[src/rtl/m72_pkg.sv]
// Shared types and constants for the m72 SDRAM channel plumbing.
// Channel 3 is shared by the ROM loader, the CPU and an auxiliary client.
package m72_pkg;

   typedef enum logic [1:0] {
      ARB_IDLE  = 2'd0,
      ARB_ISSUE = 2'd1,
      ARB_DONE  = 2'd2
   } arb_state_t;

   localparam int SDR_CH3_CLIENTS = 3;

   localparam int CH3_ROM = 0;
   localparam int CH3_CPU = 1;
   localparam int CH3_AUX = 2;

endpackage

[src/rtl/sdram_ch_arbiter_rr_select.sv]
// Round-robin pick: the first set bit of eligible, searching upward from ptr
// and wrapping modulo NUM_CH (NUM_CH need not be a power of two).
module rr_select #(
   parameter int NUM_CH = 3,
   localparam int PTR_W = $clog2(NUM_CH)
) (
   input  logic [NUM_CH-1:0] eligible,
   input  logic [PTR_W-1:0]  ptr,
   output logic              valid,
   output logic [PTR_W-1:0]  index
);

   int k;

   always_comb begin
      valid = 1'b0;
      index = '0;
      k     = 0;
      for (int i = 0; i < NUM_CH; i++) begin
         k = int'(ptr) + i;
         if (k >= NUM_CH) k = k - NUM_CH;
         if (!valid && eligible[k]) begin
            valid = 1'b1;
            index = PTR_W'(k);
         end
      end
   end

endmodule

[src/rtl/sdram_ch_arbiter.sv]
// Registered round-robin arbiter multiplexing NUM_CH req/ready clients onto
// one SDRAM channel, with optional exclusive lock to a single client.
module sdram_ch_arbiter
   import m72_pkg::*;
#(
   parameter int NUM_CH    = SDR_CH3_CLIENTS,
   parameter int ADDR_W    = 24,
   parameter int DATA_W    = 16,
   parameter int RESET_PTR = 0,
   localparam int BE_W     = DATA_W / 8,
   localparam int PTR_W    = $clog2(NUM_CH)
) (
   input  logic                     clk,
   input  logic                     reset,
   // Valid/ready: a requester holds req with a stable payload until its
   // one-cycle ready pulse, then drops req on the following cycle.
   input  logic [NUM_CH-1:0]        cl_req,
   input  logic [NUM_CH*ADDR_W-1:0] cl_addr,
   input  logic [NUM_CH*DATA_W-1:0] cl_din,
   input  logic [NUM_CH*BE_W-1:0]   cl_be,
   input  logic [NUM_CH-1:0]        cl_rnw,
   output logic [DATA_W-1:0]        cl_dout,
   output logic [NUM_CH-1:0]        cl_rdy,
   input  logic                     lock_en,
   input  logic [PTR_W-1:0]         lock_ch,
   output logic [ADDR_W-1:0]        sdr_addr,
   output logic [DATA_W-1:0]        sdr_din,
   output logic [BE_W-1:0]          sdr_be,
   output logic                     sdr_rnw,
   output logic                     sdr_req,
   input  logic                     sdr_rdy,
   input  logic [DATA_W-1:0]        sdr_dout,
   output logic                     busy,
   output logic [PTR_W-1:0]         grant_ch,
   output logic [1:0]               dbg_state,
   output logic [PTR_W-1:0]         dbg_rr_ptr
);

   arb_state_t          state_q,    state_d;
   logic [PTR_W-1:0]    rr_ptr_q,   rr_ptr_d;
   logic [PTR_W-1:0]    grant_q,    grant_d;
   logic [ADDR_W-1:0]   sdr_addr_q, sdr_addr_d;
   logic [DATA_W-1:0]   sdr_din_q,  sdr_din_d;
   logic [BE_W-1:0]     sdr_be_q,   sdr_be_d;
   logic                sdr_rnw_q,  sdr_rnw_d;
   logic                sdr_req_q,  sdr_req_d;
   logic [NUM_CH-1:0]   cl_rdy_q,   cl_rdy_d;
   logic [DATA_W-1:0]   cl_dout_q,  cl_dout_d;

   logic [NUM_CH-1:0]   lock_mask;
   logic [NUM_CH-1:0]   eligible;
   logic                sel_valid;
   logic [PTR_W-1:0]    sel_idx;

   // An out-of-range lock_ch yields an empty mask, so nothing is eligible.
   always_comb begin
      lock_mask = '0;
      if (int'(lock_ch) < NUM_CH) lock_mask[lock_ch] = 1'b1;
      eligible = lock_en ? (cl_req & lock_mask) : cl_req;
   end

   rr_select #(.NUM_CH(NUM_CH)) u_rr_select (
      .eligible (eligible),
      .ptr      (rr_ptr_q),
      .valid    (sel_valid),
      .index    (sel_idx)
   );

   always_comb begin
      state_d    = state_q;
      rr_ptr_d   = rr_ptr_q;
      grant_d    = grant_q;
      sdr_addr_d = sdr_addr_q;
      sdr_din_d  = sdr_din_q;
      sdr_be_d   = sdr_be_q;
      sdr_rnw_d  = sdr_rnw_q;
      sdr_req_d  = sdr_req_q;
      cl_dout_d  = cl_dout_q;
      cl_rdy_d   = '0;
      case (state_q)
         ARB_IDLE: begin
            if (sel_valid) begin
               sdr_addr_d = cl_addr[sel_idx*ADDR_W +: ADDR_W];
               sdr_din_d  = cl_din[sel_idx*DATA_W +: DATA_W];
               sdr_be_d   = cl_be[sel_idx*BE_W +: BE_W];
               sdr_rnw_d  = cl_rnw[sel_idx];
               grant_d    = sel_idx;
               sdr_req_d  = 1'b1;
               state_d    = ARB_ISSUE;
            end
         end
         ARB_ISSUE: begin
            if (sdr_rdy) begin
               sdr_req_d = 1'b0;
               if (sdr_rnw_q) cl_dout_d = sdr_dout;
               cl_rdy_d[grant_q] = 1'b1;
               if (grant_q == PTR_W'(NUM_CH - 1)) rr_ptr_d = '0;
               else                               rr_ptr_d = grant_q + 1'b1;
               state_d = ARB_DONE;
            end
         end
         // One dead cycle so the finished client's req has dropped before
         // the next arbitration looks at it.
         ARB_DONE: state_d = ARB_IDLE;
         default:  state_d = ARB_IDLE;
      endcase
   end

   always_ff @(posedge clk) begin
      if (reset) begin
         state_q    <= ARB_IDLE;
         rr_ptr_q   <= PTR_W'(RESET_PTR);
         grant_q    <= '0;
         sdr_addr_q <= '0;
         sdr_din_q  <= '0;
         sdr_be_q   <= '0;
         sdr_rnw_q  <= 1'b1;
         sdr_req_q  <= 1'b0;
         cl_rdy_q   <= '0;
         cl_dout_q  <= '0;
      end else begin
         state_q    <= state_d;
         rr_ptr_q   <= rr_ptr_d;
         grant_q    <= grant_d;
         sdr_addr_q <= sdr_addr_d;
         sdr_din_q  <= sdr_din_d;
         sdr_be_q   <= sdr_be_d;
         sdr_rnw_q  <= sdr_rnw_d;
         sdr_req_q  <= sdr_req_d;
         cl_rdy_q   <= cl_rdy_d;
         cl_dout_q  <= cl_dout_d;
      end
   end

   assign sdr_addr   = sdr_addr_q;
   assign sdr_din    = sdr_din_q;
   assign sdr_be     = sdr_be_q;
   assign sdr_rnw    = sdr_rnw_q;
   assign sdr_req    = sdr_req_q;
   assign cl_rdy     = cl_rdy_q;
   assign cl_dout    = cl_dout_q;
   assign grant_ch   = grant_q;
   assign busy       = (state_q != ARB_IDLE);
   assign dbg_state  = state_q;
   assign dbg_rr_ptr = rr_ptr_q;

endmodule

[config.mk]
export PLATFORM = sky130hd
export DESIGN_NAME = sdram_ch_arbiter
export DESIGN_NICKNAME = d
export VERILOG_FILES = /design/src/rtl/m72_pkg.sv /design/src/rtl/sdram_ch_arbiter_rr_select.sv /design/src/rtl/sdram_ch_arbiter.sv
export SDC_FILE = /design/constraint.sdc
export NUM_CORES = 1
export LEC_CHECK = 0
export BUFFER_PORTS_ARGS = -buffer_cell sky130_fd_sc_hd__buf_2
export CAP_MARGIN = 20
export CORE_UTILIZATION = 38
export CTS_BUF_LIST = sky130_fd_sc_hd__clkbuf_8
export DETAILED_ROUTE_END_ITERATION = 7
export PLACE_DENSITY = 0.79
export RECOVER_POWER = 100
export SLEW_MARGIN = 10
export SYNTH_ARGS = -nofsm -noshare
export SYNTH_HDL_FRONTEND = slang
export SYNTH_SLANG_ARGS = --single-unit
export TNS_END_PERCENT = 5
[constraint.sdc]
create_clock -name clk -period 3.8 [get_ports clk]
set_clock_uncertainty 0.2 [all_clocks]
set_input_delay 0.76 -clock clk [delete_from_list [all_inputs] [get_ports clk]]
set_output_delay 0.76 -clock clk [all_outputs]
set_load 0.01 [all_outputs]
Yosys cells after proc, flatten, opt, wreduce, memory -nomap -nowiden
Cells that the tools add are included.
{"block": "classes", "n_addsub": 6, "multipliers": 1, "order_cmp": 12, "n_eq_ne": 4, "shift": 3, "mux": 33, "bitwise": 3, "reduce_logical": 15}
{"cell": "less-than comparator 32 x 4 -> 1 bit (second input constant)", "n": 3}
{"cell": "two-way mux 32 bit", "n": 3}
{"cell": "variable part select 72 x 8 -> 24 bit", "n": 1}
{"cell": "greater-or-equal comparator 32 x 3 -> 1 bit (second input constant)", "n": 2}
{"cell": "subtractor 32 x 3 -> 32 bit (second input constant)", "n": 2}
{"cell": "variable part select 48 x 7 -> 16 bit", "n": 1}
{"cell": "two-way mux 1 bit", "n": 14}
{"cell": "two-way mux 2 bit", "n": 6}
{"cell": "less-than comparator 2 x 3 -> 1 bit (second input constant)", "n": 3}
{"cell": "binary-select mux 1 bit (select 2 bit)", "n": 4}
{"cell": "two-way mux 3 bit", "n": 2}
{"cell": "AND reduction 2 bit", "n": 3}
{"cell": "AND reduction 3 bit", "n": 2}
{"cell": "variable part select 6 x 4 -> 2 bit", "n": 1}
{"cell": "demux 1 bit (select 2 bit)", "n": 2}
{"cell": "greater-or-equal comparator 2 x 1 -> 1 bit (second input constant)", "n": 2}
{"cell": "logical AND 1 bit", "n": 4}
{"cell": "multiplier 2 x 2 -> 4 bit (second input constant)", "n": 1}
{"cell": "inequality test 2 bit (second input constant)", "n": 2}
{"cell": "case mux 2 bit (2 select lines)", "n": 1}
{"cell": "nonzero test 2 bit", "n": 2}
{"cell": "adder 2 x 1 -> 3 bit (second input constant)", "n": 1}
{"cell": "adder 2 x 2 -> 3 bit (second input constant)", "n": 1}
{"cell": "AND 3 bit", "n": 1}
{"cell": "11 further kinds", "n": 13}
{"block": "totals", "reg_bits": 69, "input_bits": 154, "out_inout_bits": 70, "elab_cells": 87}

Longest topological paths before layout
{"block": "depth", "depth_word": 19, "ltp_mapped": 9, "ltp_nobuf": 7}

By module
A second synthesis with hierarchy kept.
{"block": "hier_totals", "cells_unflattened": 378, "area_unflattened_um2": 3463.3}
{"mod": "sdram_ch_arbiter", "instances": 1, "cells_per_inst": 346, "area_each_um2": 3211.8, "seq_area_each_um2": 1381.3}
{"mod": "rr_select", "instances": 1, "cells_per_inst": 32, "area_each_um2": 251.5, "seq_area_each_um2": 0.0}

Least setup slack after synthesis
No wires, ideal clock.
{"block": "synth_timing", "path_kind": "input-to-reg", "from": "input lock_ch[1]", "to": "register sdr_addr_q[0] (netlist: sdr_addr[0])", "setup_ns": 0.083, "arrival_ns": 2.439, "t_required_ns": 3.517, "path_slack_ns": 1.079, "path_stages": 7, "n_path_buf": 2, "cell_sequence": "or3b_4 -> a311oi_4 -> nor4b_2 -> or4_1 -> buf_2 -> buf_6 -> o221ai_2"}
{"block": "synth_via", "elab_chain_cells": 19, "elab_cells_between_ends": 31, "classes_between": "1 x mul; 3 x order compare; 1 x shift; 19 x mux; 1 x bitwise; 6 x reduce/logical"}
{"item": "start: declaration", "line": "sdram_ch_arbiter.sv:25", "text": "input logic [PTR_W-1:0] lock_ch,"}
{"item": "less-than comparator 2 x 3 -> 1 bit (not written as such) or greater-or-equal comparator 2 x 1 -> 1 bit (tied branches)", "line": "sdram_ch_arbiter.sv:58", "text": "if (int'(lock_ch) < NUM_CH) lock_mask[lock_ch] = 1'b1;"}
{"item": "logical AND 1 bit (not written as such)", "line": "sdram_ch_arbiter.sv:58"}
{"item": "two-way mux 1 bit (not written as such)", "line": "sdram_ch_arbiter.sv:58"}
{"item": "demux 1 bit (select 2 bit)", "line": "sdram_ch_arbiter.sv:58"}
{"item": "two-way mux 3 bit *", "line": "sdram_ch_arbiter.sv:58"}
{"item": "AND 3 bit *", "line": "sdram_ch_arbiter.sv:59", "text": "eligible = lock_en ? (cl_req & lock_mask) : cl_req;"}
{"item": "two-way mux 3 bit *", "line": "sdram_ch_arbiter.sv:59"}
{"item": "binary-select mux 1 bit (select 2 bit)", "line": "sdram_ch_arbiter_rr_select.sv:22", "text": "if (!valid && eligible[k]) begin"}
{"item": "[3 not listed]"}
{"item": "logical NOT 1 bit", "line": "sdram_ch_arbiter_rr_select.sv:22"}
{"item": "logical AND 1 bit", "line": "sdram_ch_arbiter_rr_select.sv:22"}
{"item": "two-way mux 1 bit", "line": "sdram_ch_arbiter_rr_select.sv:22"}
{"item": "logical NOT 1 bit", "line": "sdram_ch_arbiter_rr_select.sv:22"}
{"item": "logical AND 1 bit", "line": "sdram_ch_arbiter_rr_select.sv:22"}
{"item": "two-way mux 2 bit", "line": "sdram_ch_arbiter_rr_select.sv:22"}
{"item": "multiplier 2 x 2 -> 4 bit", "line": "sdram_ch_arbiter.sv:83", "text": "sdr_addr_d = cl_addr[sel_idx*ADDR_W +: ADDR_W];"}
{"item": "variable part select 72 x 8 -> 24 bit", "line": "sdram_ch_arbiter.sv:83"}
{"item": "end signal: assignment", "line": "sdram_ch_arbiter.sv:125", "text": "sdr_addr_q <= sdr_addr_d;"}
{"item": "end: declaration", "line": "sdram_ch_arbiter.sv:42", "text": "logic [ADDR_W-1:0] sdr_addr_q, sdr_addr_d;"}
Every way passes the cells marked *; elsewhere a longest branch is shown, timed or not. The select of a mux whose other input is x is not followed.
A chain may end at the register's enable or synchronous reset.

Worst setup path in the final report
{"block": "layout_timing", "from": "register rr_ptr_q[0] (netlist: dbg_rr_ptr[0])", "to": "register grant_q[1] (netlist: grant_ch[1])"}
{"block": "layout_via", "elab_chain_cells": 13, "elab_cells_between_ends": 31, "classes_between": "5 x add/sub; 3 x order compare; 18 x mux; 5 x reduce/logical"}
{"item": "start: declaration", "line": "sdram_ch_arbiter.sv:40", "text": "logic [PTR_W-1:0] rr_ptr_q, rr_ptr_d;"}
{"item": "start signal: assignment", "line": "sdram_ch_arbiter.sv:112", "text": "rr_ptr_q <= PTR_W'(RESET_PTR);"}
{"item": "start signal: assignment", "line": "sdram_ch_arbiter.sv:123", "text": "rr_ptr_q <= rr_ptr_d;"}
{"item": "branches (longest 13 deep; another with subtractor 32 x 3 -> 32 bit)"}
{"item": "end signal: assignment", "line": "sdram_ch_arbiter.sv:124", "text": "grant_q <= grant_d;"}
{"item": "end: declaration", "line": "sdram_ch_arbiter.sv:41", "text": "logic [PTR_W-1:0] grant_q, grant_d;"}
Parallel ways; which one is timed is not known. The select of a mux whose other input is x is not followed.

==> qor.txt <==
CP Max Fanout - 26
Root Buffer - clkbuf_8
Worst Hold Depth - 2
fin cells - 738
CTS H-tree depth - 3
CP required - 3.84 ns
Mapped Area - 3820 um^2
ANT cells - 0
antenna violations before repair - 1
Initial DRC Count - 127
post-synth top area cell - dfxtp_1
CP max stage cell - clkbuf_1
IO Count - 224
Area Overhead vs Synth - 30.4%
Cells after Synth - 400
first-pass GRT wire length - 17500 um
FF-to-FF Start - dbg_rr_ptr[0]$_SDFFE_PP0P_
Max Buffers Root-to-Sink - 2
remaining antenna violation count - 0
R2R depth - 8
worst-path cell chain - inv_1 -> ha_1 -> and2_1 -> o2111ai_1 -> nand2_2 -> clkbuf_1 -> o21ai_0 -> a21oi_1
vias - 4082
P_leak - 2.15 nW
Die X - 102 um
ys async rst share - 0
max cap viols - 0
Largest stage delay, worst path - 0.93 ns
Clk Latency, worst-skew pair - 0.33 ns
Top FF cell, synth - dfxtp_1
HP Start - cl_dout[0]$_SDFFE_PP0P_
final WL - 11700 um
Pwr Total - 2.05 mW
logic gate share of total power - 0.291
vias in the first global route - 3666
Post-synth EDFFs - 0
Crit. End Element - flop
NumNets Final - 757
switching power of the nets - 0.672 mW
r2r endpoint - grant_ch[1]$_SDFFE_PP0P_
fmax - 314 MHz
TritonCTS clock tree - built
worst setup path end - grant_ch[1]$_SDFFE_PP0P_
Via density - 5.53
sequential share of power - 0.424
layout cells sized above 1 - 0.334
hold_buf cts - 0
syn_nets - 556
RSZ-0062 raised after global routing - false
Initial Util - 0.391
clock power share - 0.285
WP depth - 8
Pre-antenna DRT Iters - 4
Largest delay share family, worst path - buffers and inverters
largest net degree at the start of global routing - 46
Setup CP Type - reg2reg
Cell Pwr Density - 412 nW/um^2
Tcrit/Tclk final - 0.838
Setup TNS - 0 ns
Max transition margin - 0.210
total internal power - 1.38 mW
commonest cells after routing, fill and taps aside - buf_2, clkbuf_1, dfxtp_1
status - completed
crit path buf inv count - 2
clock net sink count - 69
Seq/Total Area, Yosys - 0.362
share of the synthesized area in the top cell type - 0.362
Max IR drop VDD - 0.000172 V
distinct cell type count after synthesis - 43
critical path launch point - dbg_rr_ptr[0]$_SDFFE_PP0P_
CTS Buf Count - 9
gp weighted congestion - 0.927
WL/cell - 15.9 um
GRT Overall Usage - 0.214
max-slew violations - 0
Rows - 36
dpl cells - 723
HP Class - reg2reg
Yosys warnings - 0
Hold Violations, Final - 0
Yosys reg bits - 69
FF-to-FF setup slack - 0.62 ns
post-DP HPWL - 8540 um
Area contributors post-synth - dfxtp_1, o221ai_2, mux2i_1
commonest non-fill, non-tap cell in the layout - buf_2
Worst setup SP type - flop
arrival time worst endpoint - 3.23 ns
final setup vio count - 0
core area - 9770 um^2
Setup Fix Bufs, Post-CTS - 0
port bufs - 223
worst-margin pin slew - 1.19 ns
Die Y - 102 um
switch share - 0.327
fin util - 0.509
DRC errors left - 0
Avg Cell Area, Syn - 9.55 um^2
Die ar. - 10500 um^2
post-layout min period - 3.18 ns
GR Overflow Total - 0
register clock-pin slew on the reported worst setup and hold paths - 0.07 ns
post-CTS sizing - 0
-- kinds of logic after synthesis --
family                   count (synthesis)  synth area share
flip-flops                              69             0.362
buffers and inverters                   50            0.0590
AND/OR/NAND/NOR                        114             0.153
AO/OA/AOI/OAI                          123             0.310
adder cells (fa/ha/maj)                  2           0.00655
multiplexers                            42             0.110
-- area by class of cell --
cell class / instances / area (um^2)
fill: 982 / 4790
tap: 133 / 166
timing repair buffer: 234 / 1120
sequential: 69 / 1380
multi-input combinational: 281 / 2100
clock buffer: 11 / 151
inverter: 6 / 22.5
clock inverter: 4 / 41.3
-- per-stage QoR --
step / hold slack [ns] / worst slack (ns) / instance area [um^2]
6_report: 0.255 / 0.615 / 4980
5_1_grt: 0.270 / 0.317 / 4980
4_1_cts: 0.255 / 0.665 / 5200
3_5_place_dp: 0.245 / 0.654 / 5010
3_3_place_gp: 0.239 / 0.715 / 5010
2_1_floorplan: 0.281 / 1.08 / 3820
-- power groups by stage --
stage                     Combinational (mW)  Clock, mW  Sequential (mW)
after floorplan                        0.367          0            0.915
after global placement                 0.640          0            0.879
after detailed placement               0.657          0            0.881
after CTS                              0.658      0.604            0.867
after global routing                   0.651      0.633            0.881
final                                  0.597      0.586            0.871
-- state kept, by name, summed over array words and instances (netlist names) --
name	count
sdr_addr	24
cl_dout	16
sdr_din	16
cl_rdy	3
dbg_rr_ptr	2
dbg_state	2
grant_ch	2
sdr_be	2
sdr_req	1
sdr_rnw	1
-- worst register-to-register path, stage by stage, from the launching register on --
cell and delay, ns:
dfxtp_1 0.37, inv_1 0.06, ha_1 0.40, and2_1 0.16, o2111ai_1 0.15, nand2_2 0.41
clkbuf_1 0.94, o21ai_0 0.22, a21oi_1 0.19
-- synthesized netlist by cell type, types with 2 or more instances --
cell      instances
dfxtp_1          69
nand3_1          43
o211ai_1         43
mux2i_1          42
o221ai_2         40
nand2_1          38
clkbuf_1         33
a21oi_1          21
buf_2             6
inv_1             6
nor2_1            5
o21ai_0           5
and2_1            4
buf_6             4
nand2b_1          4
nand3b_1          3
nor2b_1           3
a21o_1            2
ha_1              2
nand4b_1          2
nor4b_1           2
o221ai_1          2
-- metal layers --
layer,global-route usage,up-vias,part of all wire
met5,0,-,0.0015
met3,0.0465,34,0.063
li1,-,1949,-
met4,0.103,2,0.027
met2,0.379,201,0.50
met1,0.243,1896,0.41
-- how the worst min path moves through the flow --
stage,end,slack (ns)
detailed placement,cl_dout[0]$_SDFFE_PP0P_,0.25
finish,cl_dout[0]$_SDFFE_PP0P_,0.26
global placement,cl_dout[13]$_SDFFE_PP0P_,0.24
global route,cl_dout[0]$_SDFFE_PP0P_,0.27
floorplan,cl_dout[0]$_SDFFE_PP0P_,0.28
CTS,cl_dout[0]$_SDFFE_PP0P_,0.26
No activity file was read; power rests on OpenSTA's default activity.
